`src/rtl/mac_pkg.sv`:
```
// Shared types and sizing for the shift-and-add MAC sequencer.
package mac_pkg;
  localparam int OPW        = 8;
  localparam int PRODW      = 16;
  localparam int MUL_CYCLES = 8;

  typedef enum logic [1:0] {
    IDLE = 2'd0,
    MUL  = 2'd1,
    ACC  = 2'd2,
    OUT  = 2'd3
  } state_t;
endpackage

```
`src/rtl/mac_add8.sv`:
```
// 8-bit unsigned adder producing an 8-bit sum and a carry-out.
module mac_add8
  import mac_pkg::*;
(
  input  logic [OPW-1:0] a,
  input  logic [OPW-1:0] b,
  output logic [OPW-1:0] sum,
  output logic           carry
);
  assign {carry, sum} = {1'b0, a} + {1'b0, b};
endmodule

```
`src/rtl/mac_sequencer.sv`:
```
// Multi-cycle multiply-accumulate sequencer: shift-and-add multiply, then
// accumulate, presenting the running sum after an element flagged last.
module mac_sequencer
  import mac_pkg::*;
#(
  parameter int ACC_WIDTH = 20,
  parameter int CNT_WIDTH = 8
) (
  input  logic                 clk,
  input  logic                 rst,
  input  logic                 in_valid,
  output logic                 in_ready,
  input  logic [OPW-1:0]       A,
  input  logic [OPW-1:0]       B,
  input  logic                 in_last,
  input  logic                 clear,
  output logic                 out_valid,
  input  logic                 out_ready,
  output logic [ACC_WIDTH-1:0] result,
  output logic [CNT_WIDTH-1:0] elem_count,
  output logic                 overflow,
  output logic                 busy
);
  localparam int BCW = $clog2(MUL_CYCLES);

  state_t               state;
  state_t               state_nxt;
  logic [OPW-1:0]       a_q;
  logic [OPW-1:0]       hi;
  logic [OPW-1:0]       lo;
  logic [BCW-1:0]       bitcnt;
  logic                 last_q;
  logic [ACC_WIDTH-1:0] acc;
  logic [CNT_WIDTH-1:0] cnt;
  logic                 ovf;
  logic [OPW-1:0]       addend;
  logic [OPW-1:0]       sum;
  logic                 carry;
  logic [ACC_WIDTH:0]   acc_sum;
  logic                 mul_done;
  logic                 drain;

  // Element counter sticks at all-ones instead of wrapping.
  function automatic logic [CNT_WIDTH-1:0] sat_inc(input logic [CNT_WIDTH-1:0] v);
    return (&v) ? v : v + CNT_WIDTH'(1);
  endfunction

  // Partial-product step: add the multiplicand only when the current multiplier bit is set.
  assign addend = lo[0] ? a_q : '0;

  mac_add8 u_add (
    .a     (hi),
    .b     (addend),
    .sum   (sum),
    .carry (carry)
  );

  // One extra bit catches the accumulator wrap for the sticky overflow flag.
  assign acc_sum  = {1'b0, acc} + {{(ACC_WIDTH + 1 - PRODW){1'b0}}, hi, lo};
  assign mul_done = (bitcnt == BCW'(MUL_CYCLES - 1));
  assign drain    = (state == OUT) && out_ready;

  assign in_ready   = (state == IDLE) && !rst;
  assign out_valid  = (state == OUT);
  assign busy       = (state != IDLE);
  assign result     = acc;
  assign elem_count = cnt;
  assign overflow   = ovf;

  // State register.
  always_ff @(posedge clk) begin
    if (rst) state <= IDLE;
    else     state <= state_nxt;
  end

  // Next-state selection.
  always_comb begin
    state_nxt = state;
    case (state)
      IDLE:    if (in_valid)  state_nxt = MUL;
      MUL:     if (mul_done)  state_nxt = ACC;
      ACC:     state_nxt = last_q ? OUT : IDLE;
      OUT:     if (out_ready) state_nxt = IDLE;
      default: state_nxt = IDLE;
    endcase
  end

  // Operand capture and shift-and-add product register {hi,lo}.
  always_ff @(posedge clk) begin
    if (rst) begin
      a_q    <= '0;
      hi     <= '0;
      lo     <= '0;
      bitcnt <= '0;
      last_q <= 1'b0;
    end else if (state == IDLE && in_valid) begin
      a_q    <= A;
      hi     <= '0;
      lo     <= B;
      bitcnt <= '0;
      last_q <= in_last;
    end else if (state == MUL) begin
      hi     <= {carry, sum[OPW-1:1]};
      lo     <= {sum[0], lo[OPW-1:1]};
      bitcnt <= bitcnt + BCW'(1);
    end
  end

  // Accumulator, element count and sticky overflow; zeroed by clear in IDLE or by a drain.
  always_ff @(posedge clk) begin
    if (rst) begin
      acc <= '0;
      cnt <= '0;
      ovf <= 1'b0;
    end else if ((state == IDLE && clear) || drain) begin
      acc <= '0;
      cnt <= '0;
      ovf <= 1'b0;
    end else if (state == ACC) begin
      acc <= acc_sum[ACC_WIDTH-1:0];
      ovf <= ovf | acc_sum[ACC_WIDTH];
      cnt <= sat_inc(cnt);
    end
  end
endmodule

```
`config.mk`:
```
export PLATFORM = sky130hd
export DESIGN_NAME = mac_sequencer
export DESIGN_NICKNAME = d
export VERILOG_FILES = /design/src/rtl/mac_pkg.sv /design/src/rtl/mac_add8.sv /design/src/rtl/mac_sequencer.sv
export SDC_FILE = /design/constraint.sdc
export NUM_CORES = 1
export LEC_CHECK = 0
export CAP_MARGIN = 40
export CORE_MARGIN = 10
export CORE_UTILIZATION = 45
export CTS_CLUSTER_SIZE = 20
export DETAILED_ROUTE_END_ITERATION = 10
export PLACE_DENSITY_LB_ADDON = 0.25
export SETUP_SLACK_MARGIN = 0.02
export SKIP_LAST_GASP = 1
export SLEW_MARGIN = 20
export SYNTH_ARGS = -nofsm -noshare
export SYNTH_HDL_FRONTEND = slang
export SYNTH_SLANG_ARGS = --single-unit
```
`constraint.sdc`:
```
create_clock -name clk -period 2.5 [get_ports clk]
set_clock_uncertainty 0.1 [all_clocks]
set_input_delay 0.625 -clock clk [delete_from_list [all_inputs] [get_ports clk]]
set_output_delay 0.625 -clock clk [all_outputs]
set_load 0.02 [all_outputs]
```
# Yosys cells after proc, flatten, opt, wreduce, memory -nomap -nowiden
# Cells that the tools add are included.
# word_totals
reg_bits	59
mem_bits_ro	0
latchBits	0
out_inout_bits	32
mem_bits_rw	0
memories	0
wordCells	44
# classes
n_eq_ne	7
reduce_logical	14
n_div	0
n_mux	8
n_mul	0
addsub	4
n_lt_le_gt_ge	0
bitwise	2
shifts	0
# ops
op	count
$mux 8	3
$add 20x16->21	1
$add 8x8->9	1
$add 8x1->8 const B	1
$mux 2	4
$pmux 2 s4	1
$reduce_and 8->1	1
$eq 2x2->1 const B	2
$logic_and 1x1->1	4
$ne 2x2->1 const B	2
$reduce_bool 2->1	2
$reduce_or 2->1	2
$add 3x1->3 const B	1
$eq 3x3->1 const B	1
$reduce_and 3->1	1
$eq 2x1->1 const B	1
$logic_not 2->1	1
$ne 2x1->1 const B	1
$reduce_and 2->1	1
$logic_not 1->1	1
$logic_or 1x1->1	1
$not 1->1	1
$or 1x1->1	1

# Depth between registers and ports, before layout
# Gate-level depths: netlist of run 1.
# logic_depth
ltp_word	4
depth_mapped	9
mapped_depth_nobuf	9

# Modules after synthesis
# From an unflattened synthesis of run 1, not the netlist that was laid out.
# hier_totals
hier_cells	449
hier_area_um2	3519.6
# by_module_without_submodules
mod	area_per_inst_um2	instances	cells_each
mac_sequencer	3195.6	1	407
mac_add8	324.1	1	42

# Least setup slack after synthesis of run 1
# No wires, ideal clock.
# synth_timing
path_type	reg-to-reg
from	reg acc[0] (netlist: result[0])
to	reg acc[16] (netlist: result[16])
t_arrival_ps	1987
setup_time_ps	117
path_stages_with_launch	9
slack_ps	296
n_path_buf	0
required_ps	2283
synth_period_minus_slack_ps	2204
path_cell_list	dfxtp_1 -> ha_1 -> fa_1 -> a211oi_1 -> o21ai_0 -> a31oi_1 -> o31ai_1 -> xnor2_1 -> nor2_1
# synth_between
elab_chain_len	1
# synth_rtl
element	line_no	source
start: declaration	mac_sequencer.sv:33	logic [ACC_WIDTH-1:0] acc;
start signal: assignment	mac_sequencer.sv:120	acc <= acc_sum[ACC_WIDTH-1:0];
$add 20x16->21	mac_sequencer.sv:59	assign acc_sum = {1'b0, acc} + {{(ACC_WIDTH + 1 - PRODW){1'b0}}, hi, lo};
# No other way between the ends.
# A chain may end at the register's enable or synchronous reset.

# Worst setup path after layout of run 1
# layout_timing
from	reg state[1]
to	out busy
# layout_between
elab_chain_len	1
# layout_rtl
element	line_no	source
start: declaration	mac_sequencer.sv:26	state_t state;
start signal: assignment	mac_sequencer.sv:73	else state <= state_nxt;
$reduce_bool 2->1	mac_sequencer.sv:65	assign busy = (state != IDLE);
end: declaration	mac_sequencer.sv:22	output logic busy
# No other way between the ends.

==> flow_summary.toml, run 1 <==
[synthesis]
ys_types = 55
synth_top_area_share_pct = 33.1
syn_area_per_cell_um2 = 7.94
synth_top_cell_by_area = "dfxtp_1"
synth_nets = 500
netlist_area_um2 = 3570
synth.area.top_cells = "dfxtp_1, ha_1, a21oi_1, nand2_1, xnor2_1"
ys_warn_count = 0
synth_seq_cells = 59
synthArstFlopShare_pct = 0
synth_seq_area_share_pct = 33.1
synthCells = 449
synth_edf_count = 0
synthFlopType = "dfxtp_1"

[timing]
hold_violations = 0
maxSlewViolCount = 0
tightest_slew_ns = 0.501
period_share_pct = 94.0
setup_violations = 0
fin_hold_ws_ns = 0.360
rsz0062_at_grt = "false"
slew_headroom_pct = 66.5
finalCriticalPeriod_ns = 2.35
fmax_mhz = 426

[routing]
drcViolationCount = 0
wl_um = 9620
wl_per_cell_um = 15.6
ant_nets = 0
first_pass_iters = 5
first_iter_violations = 170
vias = 3482
vias_per_cell = 5.66

[layout]
diodes = 0
drive_gt1_share_pct = 7.41
area_delta_synth_final_pct = 25.8
num-nets-final = 559
stdcell_count = 615
register_area_um2 = 1180
n_fill_cell = 718
multi_input_area_um2 = 2270
stdcell_area_um2 = 4490

[place]
dp_cells = 599
gp_congestion = 0.915
dp_hpwl_um = 7250
place_area_um2 = 4250
io_buffers = 53

[worst_setup_path]
critPathSlowestCell = "clkdlybuf4s50_1"
timing.rr.start = "lo[0]"
setup.worst_path.end_class = "output port"
start_kind = "register"
critPathMaxStageDelay_ns = 0.62
critPathLaunch = "state[1]"
required_ns = 1.77
path_class = "register to output port"
crit_fanout = 7
crit_buf_inv = 2
cp.arrival_ns = 1.62
critPathTopFamily = "buffers and inverters"
crit_chain = "nor2_1 -> inv_1 -> clkdlybuf4s50_1"

[clock_network]
cts_root_buffer = "clkbuf_8"
numCtsBuffers = 9
postCtsSetupRepairBufs = 0
hold_buffers = 0
clk_latency_ns = 0.34
cts_tree = "built"
clk_pin_slew_worst_paths_ns = 0.07
clock_sink_count = 59
cts_buffer_depth = 2
h-tree-depth = 3

[global_route]
grt_max_degree = 25
grt_antenna_before_repair = 0
grt_usage_pct = 15.8
grt_pass1_vias = 3128
gr-total-overflow = 0
grt_pass1_wl_um = 15400

[die]
rows = 32
dieWidth_um = 109
core-area_um2 = 7730
die_h_um = 109
initial_core_util_pct = 46.2
dieArea_um2 = 11900
io_pins = 54

[pwr]
p_int_uw = 1710
p_per_area_nw_per_um2 = 521
pwr-share-seq_pct = 43.1
peakVddDrop_uv = 381
switchingPower_uw = 631
sw_frac_of_total_pct = 27.0
power_leakage_uw = 0.00173
combPwrFrac_pct = 14.4
clkPwrFrac_pct = 42.5

[status]
outcome = "finished clean"

[flow_run]
max_cap_violations = 0

[worst_hold_path]
hold_class = "register to register"
worstHoldStart = "a_q[4]"
[final timing paths]
path / end / slack, ns / cells past startpoint
worst min register to register: a_q[4] / 0.36 / 2
worst max register to register: result[18] / 0.15 / 8
worst min-delay path: a_q[4] / 0.36 / 2
worst max-delay path: busy / 0.15 / 3
[synthesized netlist by cell type (2+ instances only)]
library cell   n
and2_1        10
nand2_1       71
o22ai_1        2
buf_2          6
a31oi_1        4
xnor2_1       16
a211oi_1       7
nor3b_1        2
nor2_1        32
a21o_1         4
fa_1           2
o21ai_0       21
or3_1          6
buf_4          2
o211ai_1       5
mux2i_1        3
and3_1         6
o21bai_1       3
nand3_1       12
ha_1          27
clkbuf_1      13
nor2b_1        3
o31ai_1        4
a21oi_1       58
a22oi_1        8
dfxtp_1       59
a2111o_1       2
xor2_1         7
nand4_1        7
nand2b_1       5
inv_1          9
nor3_1        10
[power by group through the flow]
stage               logic [uW]  registers, uW  clock network, uW
global placement           329           1030                  0
floorplan                  209           1020                  0
CTS                        335           1010               1010
global route               369           1010               1050
finish                     337           1010                993
detailed placement         334           1030                  0
[worst reg2reg max path: cells and delay by family, from the launching register on]
family	cells	cell delay, ns
adders and majority gates	2	0.66
and+or+nand+nor	2	0.42
xor gates and xnor gates	1	0.15
DFF	1	0.35
AOI/OAI and AO/OA	3	0.56
[metrics by stage]
| stage | total power (uW) | utilization, % | setup TNS, ns | worst slack (ns) |
|---|---|---|---|---|
| finish | 2340 | 58.1 | 0 | 0.150 |
| global route | 2430 | 58.1 | 0 | 0.0309 |
| CTS | 2350 | 57.9 | 0 | 0.0763 |
| detailed placement | 1360 | 55.0 | -0.115 | -0.0973 |
| global placement | 1360 | 55.0 | -0.114 | -0.114 |
| floorplan | 1230 | - | 0 | 0.296 |
[registers in the layout (all words and copies together) (netlist names)]
register    cells
last_q          1
result         20
hi              8
a_q             8
bitcnt          3
lo              8
state           2
overflow        1
elem_count      8
[layout by cell type (no fill, tap or decap), drive strengths merged, types with 7 or more instances in the layout]
cell type | synthesis | final
clkdlybuf4s50 | 0 | 52
ha | 27 | 27
nand2 | 72 | 72
nand3 | 12 | 12
a22oi | 8 | 8
nor2 | 33 | 33
nor3 | 10 | 10
and2 | 11 | 11
xor2 | 7 | 7
a211oi | 7 | 7
buf | 8 | 16
a21oi | 58 | 58
xnor2 | 16 | 16
o21ai | 22 | 22
clkbuf | 13 | 10
nand4 | 8 | 8
dfxtp | 59 | 59
inv | 9 | 9
[logic make-up after synthesis]
logic type / after synthesis / share of synthesized area [%]
DFF: 59 / 33.1
buffers and inverters: 30 / 3.58
AOI/OAI and AO/OA: 131 / 22.9
and+or+nand+nor: 174 / 23.4
xor gates and xnor gates: 23 / 5.65
muxes: 3 / 0.842
adders and majority gates: 29 / 10.6
[area by class of cell]
class / count / share of cell area (%)
Tap cell: 102 / 2.84
Multi-Input combinational cell: 360 / 50.6
Timing Repair Buffer: 69 / 14.5
Sequential cell: 59 / 26.3
Clock inverter: 6 / 1.98
Clock buffer: 10 / 3.07
Inverter: 9 / 0.753
[repair_timing]
item / 4_1_cts / 5_1_grt
setup endpoints to repair: 1 / 6
gates cloned: 0 / 0
resized for setup: 1 / 4
[metal layers]
layer | vias to the layer above | part of all wire [%] | global-route usage (%)
li1 | 1740 | - | -
met1 | 1613 | 47 | 20.9
met2 | 117 | 45 | 24.4
met3 | 12 | 6.9 | 4.48
met4 | 0 | 1.5 | 4.80
met5 | - | 0 | 0
No activity file was read; power rests on OpenSTA's default activity.
==> run 2, diff against run 1 <==
--- a/config.mk
+++ b/config.mk
@@ -7,12 +7,11 @@
 export LEC_CHECK = 0
 export CAP_MARGIN = 40
 export CORE_MARGIN = 10
-export CORE_UTILIZATION = 45
+export CORE_UTILIZATION = 54
 export CTS_CLUSTER_SIZE = 20
 export DETAILED_ROUTE_END_ITERATION = 10
 export PLACE_DENSITY_LB_ADDON = 0.25
 export SETUP_SLACK_MARGIN = 0.02
-export SKIP_LAST_GASP = 1
 export SLEW_MARGIN = 20
 export SYNTH_ARGS = -nofsm -noshare
 export SYNTH_HDL_FRONTEND = slang
==> run 2 against run 1 <==
Compared with the run above: cell count decreased by 4.6%; die area decreased by 14%; flip-flop and latch count unchanged; largest power group unchanged.
==> flow_summary.toml, run 2 (synthesis gave the netlist of run 1 again) <==
[status]
outcome = "finished clean"

[routing]
ant_nets = 0
vias = 3554
first_pass_iters = 5
wl_per_cell_um = 16.8
first_iter_violations = 229
vias_per_cell = 6.05
drcViolationCount = 0
wl_um = 9860

[worst_setup_path]
required_ns = 2.63
reg2reg_slack_ns = 0.14
timing.rr.start = "result[4]"
critPathMaxStageDelay_ns = 0.38
cp.arrival_ns = 2.48
setup.worst_path.end_class = "register"
critPathTopFamily = "simple AND/OR/NAND/NOR gates"
critPathLaunch = "result[4]"
r2r-end = "result[11]"
crit_chain = "ha_1 -> a21oi_1 -> nand2_1 -> o21ai_1 -> and2_1 -> nor4_1 -> or3_1"
critPathSlowestCell = "ha_1"
start_kind = "register"
path_class = "register to register"
crit_fanout = 6
crit_buf_inv = 0
r2r_cells = 7

[place]
place_area_um2 = 4230
pre_cts_slack_ns = -0.105
gp_congestion = 0.988
io_buffers = 53
dp_hpwl_um = 7380

[layout]
area_delta_synth_final_pct = 24.0
largest_reg_flops = 20
num-nets-final = 558
drive_gt1_share_pct = 7.25
final_common_cell = "nand2_1"
diodes = 0
stdcell_area_um2 = 4420
mostFrequentLayoutCells = "nand2_1, dfxtp_1, a21oi_1"

[global_route]
gr-total-overflow = 0
grt_pass1_wl_um = 16100
grt_max_degree = 25
grt_antenna_before_repair = 0
grt_pass1_vias = 3366
grt_usage_pct = 18.9

[die]
dieArea_um2 = 10300
io_pins = 54
dieWidth_um = 101
die_h_um = 101
core-area_um2 = 6390
initial_core_util_pct = 55.9
rows = 29

[worst_hold_path]
hold_class = "register to register"
min_delay_path_depth = 2
worstHoldStart = "a_q[6]"
holdPathEnd = "a_q[6]"

[timing]
fmax_mhz = 424
setup_violations = 0
slew_headroom_pct = 66.6
rsz0062_at_grt = "false"
fin_hold_ws_ns = 0.351
finalCriticalPeriod_ns = 2.36
maxSlewViolCount = 0
finalWorstSetupSlack_ns = 0.141
hold_violations = 0
period_share_pct = 94.4
tns_ns = 0
tightest_slew_ns = 0.499

[clock_network]
cts_tree = "built"
numCtsBuffers = 9
h-tree-depth = 3
clk_latency_ns = 0.34
cts_buffer_depth = 2
cts_root_buffer = "clkbuf_8"
clock_sink_count = 59
postCtsSetupRepairBufs = 0
clk_pin_slew_worst_paths_ns = 0.06

[pwr]
power_leakage_uw = 0.00171
p_per_area_nw_per_um2 = 497
peakVddDrop_uv = 417

[flow_run]
max_cap_violations = 0
-- run 2: per-layer routing --
layer	global-route usage, %	vias up	part of all wire, %
li1	-	1732	-
met4	5.36	0	1.7
met1	23.3	1686	43
met5	0	-	0
met3	6.81	18	8.3
met2	30.4	118	47
-- run 2: where the power goes --
part | switching (uW) | total (uW) | internal [uW]
registers | 32.0 | 1010 | 975
clock network | 375 | 848 | 473
logic | 195 | 343 | 148
total | 603 | 2200 | 1600
-- run 2: stage by stage --
stage / std cells / util, % / total power [uW]
5_1_grt: 587 / 69.3 / 2290
2_1_floorplan: 449 / - / 1230
3_3_place_gp: 573 / 66.2 / 1360
6_report: 587 / 69.3 / 2200
3_5_place_dp: 573 / 66.2 / 1360
4_1_cts: 587 / 69.2 / 2210
-- run 2: how the worst max path moves through the flow --
stage | end | slack (ns) | cells past startpoint
CTS | busy | 0.03 | 3
detailed placement | in_ready | -0.11 | 3
floorplan | result[16] | 0.30 | 8
global placement | in_ready | -0.10 | 3
finish | result[11] | 0.14 | 7
global route | result[18] | 0.04 | 8
-- run 2: layout make-up --
class,instances,area (um^2)
Sequential cell,59,1180
Fill cell,520,1960
Tap cell,77,96.3
Clock inverter,3,40.0
Clock buffer,11,141
Timing Repair Buffer,68,654
Inverter,9,33.8
Multi-Input combinational cell,360,2280
-- run 2: worst register-to-register path, stage by stage, from the launching register on --
cell and delay (ns):
dfxtp_1 0.34, ha_1 0.38, a21oi_1 0.24, nand2_1 0.14, o21ai_1 0.30, and2_1 0.32, nor4_1 0.07, or3_1 0.36
-- run 2: repair_timing --
item                                    CTS  global route
cloned                                    0             0
endpoints found under the setup margin    4             9
pin swaps                                 0             3
hold buffers                              0             0
gates resized for setup                   3             5
==> run 3, diff against run 2 <==
--- a/config.mk
+++ b/config.mk
@@ -8,7 +8,7 @@
 export CAP_MARGIN = 40
 export CORE_MARGIN = 10
 export CORE_UTILIZATION = 54
-export CTS_CLUSTER_SIZE = 20
+export CTS_CLUSTER_SIZE = 14
 export DETAILED_ROUTE_END_ITERATION = 10
 export PLACE_DENSITY_LB_ADDON = 0.25
 export SETUP_SLACK_MARGIN = 0.02
==> results of run 3 <==
Same layout as run 2: the final DEF is identical, and so are final timing and power.
